## config.mk

```make
export PLATFORM = sky130hd
export DESIGN_NAME = pc_sequencer
export DESIGN_NICKNAME = d
export VERILOG_FILES = /design/src/rtl/pc_sequencer_pkg.sv /design/src/rtl/pc_sequencer_switch_debouncer.sv /design/src/rtl/pc_sequencer.sv
export SDC_FILE = /design/constraint.sdc
export NUM_CORES = 1
export LEC_CHECK = 0
export ABC_AREA = 1
export BUFFER_PORTS_ARGS = -buffer_cell sky130_fd_sc_hd__buf_2
export CAP_MARGIN = 20
export CORE_ASPECT_RATIO = 1.1
export CORE_MARGIN = 3
export CORE_UTILIZATION = 40
export DETAILED_ROUTE_END_ITERATION = 10
export PLACE_DENSITY = 0.69
export SLEW_MARGIN = 20
export SYNTH_ARGS = -nofsm -noshare
export SYNTH_HDL_FRONTEND = slang
export SYNTH_SLANG_ARGS = --single-unit
```

## constraint.sdc

```tcl
create_clock -name clk -period 3.78 [get_ports clk]
set_input_delay 0.567 -clock clk [delete_from_list [all_inputs] [get_ports clk]]
set_output_delay 0.567 -clock clk [all_outputs]
set_load 0.05 [all_outputs]
```

## src/rtl/pc_sequencer_pkg.sv

```systemverilog
// -----------------------------------------------------------------------------
// pc_sequencer_pkg
//   Shared types for the program-counter sequencer.
//   - seqState_t : sequencer FSM states
//   - seq_stalls : true for states in which the datapath must not commit
// -----------------------------------------------------------------------------
package pc_sequencer_pkg;

  typedef enum logic [2:0] {
    RUN          = 3'd0,
    WAIT_PRESS   = 3'd1,
    WAIT_RELEASE = 3'd2,
    EXEC         = 3'd3,
    HALT         = 3'd4
  } seqState_t;

  // EXEC is deliberately not a stall state: it is the single cycle in which
  // the instruction that waited on the switch is allowed to commit.
  function automatic logic seq_stalls(input seqState_t s);
    return (s == WAIT_PRESS) || (s == WAIT_RELEASE) || (s == HALT);
  endfunction

endpackage

```

## src/rtl/pc_sequencer_switch_debouncer.sv

```systemverilog
// -----------------------------------------------------------------------------
// switchDebouncer
//   Two-flop synchroniser followed by a level-stable counter. `stable` pulses
//   for one cycle on the clock edge at which the DEB_CYCLES-th consecutive
//   synchronised sample equal to `level` is taken; the counter restarts from
//   zero on that same edge.
//
// Ports
//   clk    in   system clock
//   reset  in   synchronous, active-high reset
//   raw    in   asynchronous switch input
//   clear  in   hold the counter at zero (synchroniser keeps running)
//   level  in   level being waited for (1 = pressed, 0 = released)
//   stable out  one-cycle acceptance pulse
// -----------------------------------------------------------------------------
module switchDebouncer #(
  parameter int DEB_CYCLES = 16
) (
  input  logic clk,
  input  logic reset,
  input  logic raw,
  input  logic clear,
  input  logic level,
  output logic stable
);

  localparam int CW = $clog2(DEB_CYCLES + 1);

  logic          sync1;
  logic          sync2;
  logic [CW-1:0] count;
  logic          match;

  assign match  = (sync2 == level);
  // The counter only ever needs to reach DEB_CYCLES-1: the sample that would
  // make it DEB_CYCLES is the one that fires `stable`.
  assign stable = !clear && match && (count == CW'(DEB_CYCLES - 1));

  // NOTE: sequential state uses non-blocking assignments so every flop samples
  // the pre-edge value of its source; blocking here would collapse the
  // synchroniser into a single flop.
  always_ff @(posedge clk) begin
    if (reset) begin
      sync1 <= 1'b0;
      sync2 <= 1'b0;
      count <= '0;
    end else begin
      sync1 <= raw;
      sync2 <= sync1;
      if (clear || stable || !match) begin
        count <= '0;
      end else begin
        count <= count + 1'b1;
      end
    end
  end

endmodule

```

## src/rtl/pc_sequencer.sv

```systemverilog
// -----------------------------------------------------------------------------
// pc_sequencer
//   Program-counter sequencer in front of program memory. Supports increment,
//   absolute branch, HALT, and a stall that waits for a debounced press and
//   release of the demo switch before letting the current instruction commit
//   exactly once.
//
// Ports
//   clk          in   system clock
//   reset        in   synchronous, active-high reset
//   pcInc        in   advance PC by one this cycle
//   branch       in   load branchTarget this cycle (beats pcInc)
//   branchTarget in   absolute branch destination
//   waitSwitch   in   current instruction waits for switch press + release
//   haltReq      in   current instruction is HALT
//   switchIn     in   raw asynchronous demo switch
//   addressOut   out  current PC
//   stalled      out  high in WAIT_PRESS, WAIT_RELEASE and HALT
//   halted       out  high in HALT
// -----------------------------------------------------------------------------
module pc_sequencer
  import pc_sequencer_pkg::*;
#(
  parameter int P_SIZE     = 5,
  parameter int DEB_CYCLES = 16
) (
  input  logic              clk,
  input  logic              reset,
  input  logic              pcInc,
  input  logic              branch,
  input  logic [P_SIZE-1:0] branchTarget,
  input  logic              waitSwitch,
  input  logic              haltReq,
  input  logic              switchIn,
  output logic [P_SIZE-1:0] addressOut,
  output logic              stalled,
  output logic              halted
);

  seqState_t         state;
  seqState_t         state_next;
  logic [P_SIZE-1:0] pc;
  logic [P_SIZE-1:0] pc_next;
  logic [P_SIZE-1:0] pc_step;
  logic              deb_clear;
  logic              deb_level;
  logic              deb_stable;

  // The counter only runs while waiting; leaving RUN therefore always starts
  // WAIT_PRESS from a zero count.
  assign deb_clear = !((state == WAIT_PRESS) || (state == WAIT_RELEASE));
  assign deb_level = (state == WAIT_PRESS);

  switchDebouncer #(
    .DEB_CYCLES(DEB_CYCLES)
  ) u_debouncer (
    .clk   (clk),
    .reset (reset),
    .raw   (switchIn),
    .clear (deb_clear),
    .level (deb_level),
    .stable(deb_stable)
  );

  // Normal PC advance shared by RUN and EXEC; the add wraps naturally at
  // 2^P_SIZE.
  assign pc_step = branch ? branchTarget :
                   pcInc  ? pc + 1'b1    :
                            pc;

  always_ff @(posedge clk) begin
    if (reset) begin
      state <= RUN;
      pc    <= '0;
    end else begin
      state <= state_next;
      pc    <= pc_next;
    end
  end

  // NOTE: every output of this block gets a default before the case so no
  // path leaves it unassigned, which would otherwise infer a latch.
  always_comb begin
    state_next = state;
    pc_next    = pc;
    unique case (state)
      RUN: begin
        if (haltReq) begin
          state_next = HALT;
        end else if (waitSwitch) begin
          state_next = WAIT_PRESS;
        end else begin
          pc_next = pc_step;
        end
      end
      WAIT_PRESS: begin
        if (deb_stable) state_next = WAIT_RELEASE;
      end
      WAIT_RELEASE: begin
        if (deb_stable) state_next = EXEC;
      end
      EXEC: begin
        // waitSwitch/haltReq still describe the instruction that just waited;
        // honouring them here would re-stall it forever.
        state_next = RUN;
        pc_next    = pc_step;
      end
      HALT: begin
        state_next = HALT;
      end
      default: begin
        state_next = RUN;
      end
    endcase
  end

  assign addressOut = pc;
  assign stalled    = seq_stalls(state);
  assign halted     = (state == HALT);

endmodule

```

==> impl.org <==
** Outcome
- Outcome :: completed

** Synthesis
- Number of enable-type register cells in the synthesized netlist :: 0
- Synthesis produced a netlist with a net count of 127.
- Synthesis inferred 15 register bits.
- In the synthesized netlist, the number of instances is roughly 110.
- Synthesis warning total :: 0
- Most frequent cells after synthesis :: nand2_1, nor2_1, dfxtp_1, inv_1, nand3_1
- Top flip-flop cell by instance count after synthesis :: dfxtp_1
- Fraction of registers with async set/reset :: 0%
- Share of the synthesized area in the top cell type :: 37.9%
- Unique cell type count in the Yosys netlist :: 26
- After synthesis, the cell types taking the most area are dfxtp_1, nand2_1, nor2_1, inv_1, nand3_1.
- Register area share after synthesis :: a little under two fifths
- After synthesis the cells add up to 792 sq um.
- By instance count, the leading cell after synthesis is nand2_1.
- A synthesized cell averages 7.07 sq um.
- Post-synthesis cell type with the largest combined area :: dfxtp_1

** Critical path
- The signal on the critical path passes through inv_2 > nand3_1 > nand2_1 > or2_2 > buf_2.
- Launching instance or port of the critical path :: state[0]
- Critical path data arrival time :: about 1.5 ns
- Kind of start point of the critical path :: flip-flop
- The endpoint identified for the worst register-to-register timing path is state[0].
- Worst Path Max Fanout :: 5
- Broken down by cell family, the worst path's largest delay share belongs to simple AND/OR/NAND/NOR gates.
- Reg-to-reg setup timing slack :: about 2.4 ns
- Measured in cells, the most critical reg-to-reg path has a length of 7.
- CP Class :: reg -> out
- Following the worst setup path forward leads to its endpoint at stalled.
- CP bufs+invs :: 2
- On the critical path, the stage with the largest delay is an instance of dfxtp_1.
- For the worst setup path, the data required time is about 3.2 ns.
- Capturing element type of the critical path :: output port
- The worst register-to-register path begins at u_debouncer.count[0].
- Path length in cells of the critical path :: 5
- In this design, the stage delay of the slowest critical-path cell is between 0.4 and 0.5 ns.

** STA
- Setup repair after global routing left no endpoint under its margin.
- Worst-case setup margin in the final layout :: 1.73 ns
- Tmin final :: ~2 ns
- Setup total negative slack on the finished layout was measured at 0 ns.
- The number of slew-limit violations in the final report came to 0.
- Clock skew on the completed layout was measured at 0.00118 ns.
- The count of endpoints failing hold in the final timing report was 0.
- Worst slew margin relative to its limit :: ~83%
- Across all hold checks on the routed design, the worst slack comes to 0.427 ns.
- Setup violations remaining at the end of the flow were counted as 0.
- The final critical path takes up 54.3% of the cycle.
- Static timing analysis puts the maximum clock frequency at between 0.4 and 0.5 GHz.
- Measured slew at the worst slew-check pin :: 0.250 ns

** Power and ir drop
- Per report_power, the sequential group accounts for between 40 and 50% of the total.
- Pwr per Cell Area :: ~430 nW/um^2
- Internal power comes to roughly 250 uW.
- Combinational share of power :: about a third
- Fraction of power consumed by the clock network :: around 23%
- Across the VDD grid, the largest voltage drop is around 0.19 mV.
- Leakage power figure :: around 0.00047 uW
- Sw Pwr :: around 150 uW
- Net switching is about two fifths of the power.

** Job
- Total of max-cap violations :: 0

** Floorplan
- The initial utilization of the core area, before any placement, comes to 43.5%.
- Area of the core :: 1820 sq um
- In this run the count of I/O pins placed on the die edge is 19.
- Overall die height :: about 53 microns
- # rows :: 16
- Die Wd :: ~48 microns
- Total Die Area :: about 2600 sq um

** Finish
- For this run, the share of the core covered by cells in the final layout is between 50% and 60%.
- In the final layout, the share of cells above drive strength 1 is 26.3%.
- Synth-to-layout area growth :: 18.2%
- ANT cells :: 0
- Final net count :: ~150
- Fill cells in the final layout number ~200.

** Clock network
- After clock tree synthesis, the clock-pin slew on the worst setup and hold paths is approximately 0.090 ns.
- Clock Latency Late Sink :: 0.28 ns
- CTS root buf :: clkbuf_4
- Clock tree synthesis inserted a total of 3 buffers.
- Maximum root-to-sink buffer count :: 2
- Level count of the clock H-tree :: 1
- TritonCTS clock tree :: built
- Number of hold-repair buffers added at the cts stage :: 0
- Sink Count :: 15
- Post-cts resize count :: 0
- Buffers added to address setup during post-CTS repair amount to 0.

** Route
- The detail route stage leaves a number of antenna-violating nets equal to 0.
- Overall routed net length :: around 1500 microns
- Number of design-rule violations left by the first detailed-router iteration :: 5
- In the routed design, unresolved DRC markers number 0.
- After detailed routing, the average wire length per cell comes to 9.65 microns.
- Dividing the detail-routed via count by the number of cells gives between 4 and 5.
- DR vias :: between 700 and 800
- Number of detailed-route iterations in the first pass :: 5

** GRT
- Total congestion overflow after global routing :: 0
- Total global routing track utilization :: between 10% and 20%
- Vias in the first global route :: approximately 650
- The initial antenna violation count was 0.
- Entering global routing, the biggest net connects 10 pins.
- The first global-routing pass estimated approximately 2700 microns of wire.

** Placed design
- At the end of routability-driven placement, the weighted congestion stood at a little under 0.8.
- Post-placement worst setup slack :: just over 2 ns
- Input/output buffers :: 18
- The wire-length estimate of the detail-placed layout is 1250 microns.

** Min path
- In this run the worst hold path is classified as reg -> reg.
==> area by class of cell <==
type / count / area, sq um / share of cell area [%]
sequential: 15 / 300 / 32.1
clock buffer: 3 / 22.5 / 2.41
clock inverter: 1 / 5.00 / 0.535
timing repair buffer: 18 / 90.1 / 9.63
inverter: 17 / 66.3 / 7.09
tap: 27 / 33.8 / 3.61
multi-input combinational: 79 / 418 / 44.7
==> cell usage in the layout (no fill, tap or decap), types with 2 or more instances in the layout <==
| cell type | Yosys | layout |
|---|---|---|
| nand2_1 | 22 | 22 |
| nor2_1 | 19 | 19 |
| buf_2 | 0 | 18 |
| dfxtp_1 | 15 | 15 |
| inv_1 | 14 | 14 |
| nand3_1 | 9 | 9 |
| o21ai_0 | 4 | 4 |
| o21ai_2 | 3 | 3 |
| a21oi_1 | 3 | 3 |
| ha_1 | 3 | 3 |
| clkbuf_4 | 0 | 3 |
| inv_2 | 2 | 2 |
| nand4_1 | 2 | 2 |
| nor2_2 | 2 | 2 |
==> power by group through the flow <==
stage	clock network [uW]	logic (uW)	registers, uW
after global placement	0	125	185
after global routing	96.3	140	184
after floorplan	0	77.4	206
final	89.8	126	182
after detailed placement	0	127	186
after CTS	90.2	127	182
==> cells by family (layout without fill, tap and decap cells) <==
logic type      after synthesis  count (layout)  synth area share [%]
simple gates                 59              59                  33.6
compound gates               15              15                  12.2
flops                        15              15                  37.9
fa+ha+maj                     3               3                  4.74
xor+xnor                      2               2                  2.21
buf+inv                      18              39                  9.32
==> stage by stage <==
stage / instance area (sq um) / power [uW] / instances
2_1_floorplan: 792 / 284 / 112
3_3_place_gp: 908 / 309 / 156
3_5_place_dp: 908 / 312 / 156
4_1_cts: 936 / 399 / 160
5_1_grt: 936 / 420 / 160
6_report: 936 / 398 / 160
==> worst min path at each step <==
| stage | startpoint | end | cells after the start |
|---|---|---|---|
| after floorplan | u_debouncer.sync1 | u_debouncer.sync2 | 2 |
| after global placement | u_debouncer.sync1 | u_debouncer.sync2 | 2 |
| after detailed placement | u_debouncer.sync1 | u_debouncer.sync2 | 2 |
| after CTS | u_debouncer.sync1 | u_debouncer.sync2 | 2 |
| after global routing | u_debouncer.sync1 | u_debouncer.sync2 | 2 |
| final | u_debouncer.sync1 | u_debouncer.sync2 | 2 |
==> registers in the layout, summed over array words and instances (netlist names) <==
register / count
u_debouncer.count: 5
u_debouncer.sync2: 1
addressOut: 5
state: 3
u_debouncer.sync1: 1
==> worst min-delay path, stage by stage, from the launching register on <==
cell and delay, ns:
dfxtp_1 0.32, inv_1 0.05, nor2_1 0.03
==> layer usage <==
metal | global-route usage [%] | part of all wire [%] | wire length (microns)
met5 | 0 | 0 | 0
met1 | 16.8 | 49 | 757
met3 | 3.99 | 4.7 | 73
met2 | 22.5 | 46 | 704
met4 | 5.69 | 0.65 | 10
(Power assumes the default switching activity.)
